<file path="config.mk">
export PLATFORM = sky130hd
export DESIGN_NAME = z80_bank_mapper
export DESIGN_NICKNAME = d
export VERILOG_FILES = /design/src/rtl/z80_sys_pkg.sv /design/src/rtl/z80_wait_gen.sv /design/src/rtl/z80_bank_mapper.sv
export SDC_FILE = /design/constraint.sdc
export NUM_CORES = 1
export LEC_CHECK = 0
export BUFFER_PORTS_ARGS = -buffer_cell sky130_fd_sc_hd__buf_2
export CAP_MARGIN = 10
export CELL_PAD_IN_SITES_DETAIL_PLACEMENT = 1
export CELL_PAD_IN_SITES_GLOBAL_PLACEMENT = 2
export CORE_MARGIN = 2
export CORE_UTILIZATION = 34
export DETAILED_ROUTE_END_ITERATION = 8
export GPL_ROUTABILITY_DRIVEN = 0
export PLACE_DENSITY = 0.84
export SLEW_MARGIN = 10
export SYNTH_ARGS = -nofsm -noshare
export SYNTH_HDL_FRONTEND = slang
export SYNTH_SLANG_ARGS = --single-unit
</file>
<file path="constraint.sdc">
create_clock -name clk -period 2.8 [get_ports clk]
set_input_delay 0.42 -clock clk [delete_from_list [all_inputs] [get_ports clk]]
set_output_delay 0.42 -clock clk [all_outputs]
set_load 0.03 [all_outputs]
</file>
<file path="src/rtl/z80_sys_pkg.sv">
// Shared constants and types for the Z80 system glue: mapper control bits,
// default I/O ports and the wait-state FSM encoding.
package z80_sys_pkg;

   localparam int CTRL_MAP_EN  = 0;
   localparam int CTRL_ROM_OFF = 1;

   localparam logic [7:0] MAPPER_IO_BASE = 8'h78;
   localparam logic [7:0] ROM_OFF_PORT   = 8'h38;

   typedef enum logic [1:0] {
      WS_IDLE,
      WS_WAIT,
      WS_HOLD
   } waitState_t;

   // Physical SRAM address width: page offset bits plus bank number bits.
   function automatic int memAddrWidth(input int pageBits, input int bankBits);
      return 16 - pageBits + bankBits;
   endfunction

endpackage

</file>
<file path="src/rtl/z80_wait_gen.sv">
// Memory wait-state generator: holds wait_n low for WAIT_CLKS clocks after a
// memory strobe falls, releasing early if the strobe is withdrawn.
module z80_wait_gen #(
   parameter int WAIT_CLKS = 1
) (
   input  logic clk,
   input  logic reset,
   input  logic n_memrd,
   input  logic n_memwr,
   output logic wait_n
);
   import z80_sys_pkg::*;

   logic memIdle;
   assign memIdle = n_memrd & n_memwr;

   generate
      if (WAIT_CLKS == 0) begin : g_noWait
         assign wait_n = 1'b1;
      end else begin : g_wait
         waitState_t state, stateNxt;
         logic [3:0] cnt, cntNxt;
         logic       memIdleQ;

         // memIdleQ follows the bus even in reset so a strobe that is already
         // low when reset drops is not mistaken for a fresh access.
         always_ff @(posedge clk) begin
            if (reset) begin
               state    <= WS_IDLE;
               cnt      <= 4'd0;
               memIdleQ <= memIdle;
            end else begin
               state    <= stateNxt;
               cnt      <= cntNxt;
               memIdleQ <= memIdle;
            end
         end

         // wait_n is driven from the live strobe so an aborted access frees
         // the CPU in the same cycle.
         always_comb begin
            stateNxt = state;
            cntNxt   = cnt;
            wait_n   = 1'b1;
            case (state)
               WS_IDLE: begin
                  if (memIdleQ && !memIdle) begin
                     stateNxt = WS_WAIT;
                     cntNxt   = 4'(WAIT_CLKS);
                  end
               end
               WS_WAIT: begin
                  if (memIdle) begin
                     stateNxt = WS_IDLE;
                  end else begin
                     wait_n = 1'b0;
                     if (cnt == 4'd1) stateNxt = WS_HOLD;
                     else             cntNxt   = cnt - 4'd1;
                  end
               end
               WS_HOLD: begin
                  if (memIdle) stateNxt = WS_IDLE;
               end
               default: stateNxt = WS_IDLE;
            endcase
         end
      end
   endgenerate

endmodule

</file>
<file path="src/rtl/z80_bank_mapper.sv">
// Z80 memory mapper: per-page bank registers, boot-ROM overlay and chip
// selects, with memory wait states from z80_wait_gen.
module z80_bank_mapper #(
   parameter int         PAGE_BITS    = 2,
   parameter int         BANK_BITS    = 4,
   parameter logic [7:0] IO_BASE      = z80_sys_pkg::MAPPER_IO_BASE,
   parameter logic [7:0] ROM_OFF_PORT = z80_sys_pkg::ROM_OFF_PORT,
   parameter int         ROM_AW       = 13,
   parameter int         WAIT_CLKS    = 1,
   localparam int        AW           = z80_sys_pkg::memAddrWidth(PAGE_BITS, BANK_BITS)
) (
   input  logic          clk,
   input  logic          reset,
   input  logic [15:0]   cpu_addr,
   input  logic [7:0]    cpu_dout,
   input  logic          n_iowr,
   input  logic          n_iord,
   input  logic          n_memrd,
   input  logic          n_memwr,
   output logic [AW-1:0] mem_addr,
   output logic          rom_cs_n,
   output logic          ram_cs_n,
   output logic          mapper_cs_n,
   output logic [7:0]    mapper_dout,
   output logic          wait_n
);
   import z80_sys_pkg::*;

   localparam int NPAGE = 1 << PAGE_BITS;
   localparam int OFFW  = 16 - PAGE_BITS;

   logic [BANK_BITS-1:0] bank [NPAGE];
   logic                 mapEn, romOff;
   logic [7:0]           wrAddr, wrData;
   logic                 iowrQ;
   logic [PAGE_BITS-1:0] page;

   // The block is aligned, so the port offset is simply the low address bits.
   function automatic logic inBlock(input logic [7:0] port);
      return port[7:PAGE_BITS+1] == IO_BASE[7:PAGE_BITS+1];
   endfunction

   // Address and data are captured through the strobe and committed on its
   // rising edge, giving exactly one update per OUT.
   always_ff @(posedge clk) begin
      if (reset) begin
         for (int i = 0; i < NPAGE; i++) bank[i] <= BANK_BITS'(i);
         mapEn  <= 1'b0;
         romOff <= 1'b0;
         iowrQ  <= 1'b1;
         wrAddr <= 8'h00;
         wrData <= 8'h00;
      end else begin
         iowrQ <= n_iowr;
         if (!n_iowr) begin
            wrAddr <= cpu_addr[7:0];
            wrData <= cpu_dout;
         end
         if (!iowrQ && n_iowr) begin
            if (wrAddr == ROM_OFF_PORT) begin
               romOff <= 1'b1;
            end else if (inBlock(wrAddr)) begin
               if (!wrAddr[PAGE_BITS]) begin
                  bank[wrAddr[PAGE_BITS-1:0]] <= wrData[BANK_BITS-1:0];
               end else if (wrAddr[PAGE_BITS-1:0] == '0) begin
                  mapEn <= wrData[CTRL_MAP_EN];
                  if (wrData[CTRL_ROM_OFF]) romOff <= 1'b1;
               end
            end
         end
      end
   end

   always_comb begin
      mapper_dout = 8'hFF;
      if (inBlock(cpu_addr[7:0])) begin
         if (!cpu_addr[PAGE_BITS])
            mapper_dout = 8'(bank[cpu_addr[PAGE_BITS-1:0]]);
         else if (cpu_addr[PAGE_BITS-1:0] == '0)
            mapper_dout = {6'b0, romOff, mapEn};
      end
   end

   assign mapper_cs_n = !(inBlock(cpu_addr[7:0]) && (!n_iord || !n_iowr));

   assign page     = cpu_addr[15:OFFW];
   assign mem_addr = mapEn ? {bank[page], cpu_addr[OFFW-1:0]} : AW'(cpu_addr);

   assign rom_cs_n = !(!romOff && (cpu_addr[15:ROM_AW] == '0));
   assign ram_cs_n = !rom_cs_n;

   z80_wait_gen #(
      .WAIT_CLKS(WAIT_CLKS)
   ) uWaitGen (
      .clk    (clk),
      .reset  (reset),
      .n_memrd(n_memrd),
      .n_memwr(n_memwr),
      .wait_n (wait_n)
   );

endmodule
</file>
==> results.py <==
metrics = {
    "clocking": {
        "clk_latency_ns": 0.29,
        "cts_sinks": 38,
        "postCtsSetupRepairBufs": 0,
        "postCtsResizedCells": 0,
        "cts-buffers-inserted": 5,
        "cts_tree": "yes",
        "root_buffer": "clkbuf_8",
        "cts_max_level": 2,
        "hold_buffers": 0,
        "clk_path_buf_depth": 2,
        "clk_pin_slew_worst_paths_ns": 0.07,
    },
    "die": {
        "dieArea_mm2": 0.00701,
        "die_x_um": 83.7,
        "core_mm2": 0.00624,
        "die_h_um": 83.7,
        "initial_core_util_pct": 34.6,
        "ios": 60,
        "row_count": 29,
    },
    "finish": {
        "antenna_cells": 0,
        "fillers": 767,
        "layout_commonest_cell": "buf_2",
        "final_cell_mix": "buf_2 (45), nor2_1 (35), dfxtp_1 (22)",
        "fin_area_mm2": 0.00239,
        "multi_input_area_mm2": 0.00103,
        "regArea_um2": 921,
        "fin_cells": 326,
        "area_growth_pct": 10.4,
        "drive_above_1_share_pct": 26.5,
        "nets": 280,
    },
    "timing": {
        "final.setup.tns_ns": 0,
        "fin_crit_ns": 1.94,
        "setup_viol": 0,
        "hold_viol": 0,
        "fmax_mhz": 517,
        "rsz0062_at_grt": "no",
        "worst_slew_pin_slew_ns": 0.563,
        "relSlewSlack_pct": 62.3,
        "period_share_pct": 69.1,
        "maxSlewViolCount": 0,
        "fin_worst_skew_ns": 0.00329,
    },
    "synth": {
        "postSynthCellCount": 224,
        "ys_seq_area_share_pct": 42.6,
        "ys_types": 49,
        "async_flop_share_pct": 0,
        "avgSynthCellArea_um2": 9.65,
        "syn_nets": 256,
        "synth_flop_cell": "dfxtp_1",
        "syn_area_mm2": 0.00216,
        "ys_seq_elements": 38,
        "yosys_warnings": 0,
        "synth_edf_count": 16,
    },
    "setup_path": {
        "cp.depth": 5,
        "crit_path_start_kind": "input port",
        "cp-startpoint": "cpu_addr[1]",
        "worstSetupEndpointType": "primary output",
        "r2r_cells": 3,
        "crit_type": "input port to primary output",
        "crit_family": "buffers and inverters",
        "critPathCapture": "mapper_dout[0]",
        "cp.required_ns": 2.38,
        "reg2reg_from": "wrAddr[7]$_SDFFE_PP0N_",
        "cp_slowest_cell": "mux2_2",
        "crit_fanout": 11,
        "worst-r2r-setup-slack_ns": 1.14,
        "cp.arrival_ns": 1.52,
        "r2r_end": "bank[3][0]$_DFFE_PP_",
        "crit_chain": "buf_2 > mux2_2 > o21ai_0 > o311ai_1 > buf_2",
        "cp_num_buf_inv": 2,
        "crit_top_cell": "buf_2",
        "critical-path-max-stage-delay_ns": 0.36,
    },
    "pwr": {
        "p_total_w": 0.00118,
        "p_leak_nw": 0.934,
        "ir_drop_mv": 0.269,
        "cellPowerDensity_mw_per_mm2": 493,
    },
    "global_route": {
        "grt_start_max_net_pins": 33,
        "antenna_found_initial": 0,
        "grt_pass1_vias": 1687,
        "grt_pass1_wl_um": 8080,
        "overflow": 0,
        "grtUsageTotal_pct": 14.3,
    },
    "worst_hold_path": {
        "hold_path_depth": 3,
        "min_path_type": "input port to register",
    },
    "route": {
        "final_antenna_net_count": 0,
        "routed_wl_um": 4690,
        "drtIter0Drc": 46,
        "drcViolationCount": 0,
        "drtPass1Iterations": 4,
        "wl_per_cell_um": 14.4,
        "vias": 1655,
        "vias_per_cell": 5.08,
    },
    "flow_run": {
        "drv_cap": 0,
    },
    "placement": {
        "dpl.hpwl_um": 3620,
        "place_inst": 318,
        "placed_cell_area_mm2": 0.00230,
        "io_buffers": 45,
    },
    "outcome": {
        "status": "complete, no violations",
    },
}
==> metal layers <==
layer  GRT usage, %  part of all wire (%)  up-vias
met2           22.6                    43       55
li1               -                     -      824
met1           18.8                    49      769
met5              0                     0        -
met3           3.46                   6.4        7
met4           5.43                   1.6        0
==> final cells by class <==
type	count	area share (%)
flip-flops and latches	38	38.6
multi-input cells	151	43.1
clock buffers	8	3.78
well taps	77	4.04
repair buffers	45	9.44
inverters	7	1.10
==> worst min path at each step <==
stage / to / start
3_5_place_dp: wrAddr[3]$_SDFFE_PP0N_ / wrAddr[3]$_SDFFE_PP0N_
2_1_floorplan: romOff$_SDFFE_PP0P_ / romOff$_SDFFE_PP0P_
4_1_cts: wrData[2]$_SDFFE_PP0N_ / cpu_dout[2]
6_report: wrData[2]$_SDFFE_PP0N_ / cpu_dout[2]
3_3_place_gp: wrAddr[3]$_SDFFE_PP0N_ / wrAddr[3]$_SDFFE_PP0N_
5_1_grt: wrData[1]$_SDFFE_PP0N_ / cpu_dout[1]
==> sequential cells by signal, indices dropped and copies added (netlist names) <==
| register | count |
|---|---|
| uWaitGen.g_wait.cnt | 4 |
| uWaitGen.g_wait.state | 2 |
| bank | 16 |
| wrData | 4 |
| iowrQ | 1 |
| uWaitGen.g_wait.memIdleQ | 1 |
| romOff | 1 |
| mapEn | 1 |
| wrAddr | 8 |
==> synth_stat cells (2+ instances only) <==
library cell | instances | area, µm²
buf_4 | 17 | 128
dfxtp_1 | 22 | 440
nor2_1 | 35 | 131
edfxtp_1 | 16 | 480
a211oi_1 | 4 | 30.0
mux4_2 | 2 | 45.0
a31oi_1 | 3 | 18.8
and4bb_4 | 2 | 32.5
nand2_1 | 14 | 52.6
inv_1 | 7 | 26.3
o211ai_1 | 2 | 15.0
mux2_2 | 5 | 56.3
nand2b_1 | 4 | 25.0
nor2b_1 | 9 | 56.3
a21oi_1 | 5 | 25.0
a21o_1 | 3 | 22.5
nor3_1 | 2 | 10.0
mux2i_1 | 16 | 160
o311ai_1 | 2 | 17.5
buf_2 | 8 | 40.0
ha_1 | 2 | 25.0
nand3_1 | 2 | 10.0
o21ai_0 | 8 | 40.0
clkbuf_1 | 2 | 7.51
and2_1 | 6 | 37.5
and3_1 | 3 | 18.8
==> kinds of logic (layout without fill, tap and decap cells) <==
kind of cell             count (synthesis)  in the layout  share of synthesized area, %
buffers and inverters                   35             60                          9.84
AO/OA/AOI/OAI                           36             36                          11.2
multiplexers                            23             23                          12.1
adder cells (fa/ha/maj)                  2              2                          1.16
AND/OR/NAND/NOR                         90             90                          23.0
flip-flops                              38             38                          42.6
==> worst min-delay path, delay by kind of cell <==
kind / cells / cell delay, ns
buffers and inverters: 1 / 0.07
multiplexers: 1 / 0.05
AND/OR/NAND/NOR: 1 / 0.07
==> per-stage QoR <==
step / worst slack, ns / util [%] / hold WS [ns]
3_5_place_dp: 0.866 / 36.8 / 0.473
2_1_floorplan: 0.841 / - / 0.439
5_1_grt: 0.728 / 38.2 / 0.378
3_3_place_gp: 0.860 / 36.8 / 0.463
6_report: 0.864 / 38.2 / 0.368
4_1_cts: 0.862 / 38.2 / 0.360
==> power by group <==
part	switching (W)	internal [W]
logic	0.000103	0.0000712
registers	0.0000214	0.000601
clock network	0.000179	0.000201
total	0.000303	0.000872
Note: power is estimated with default switching activity, not from simulation.
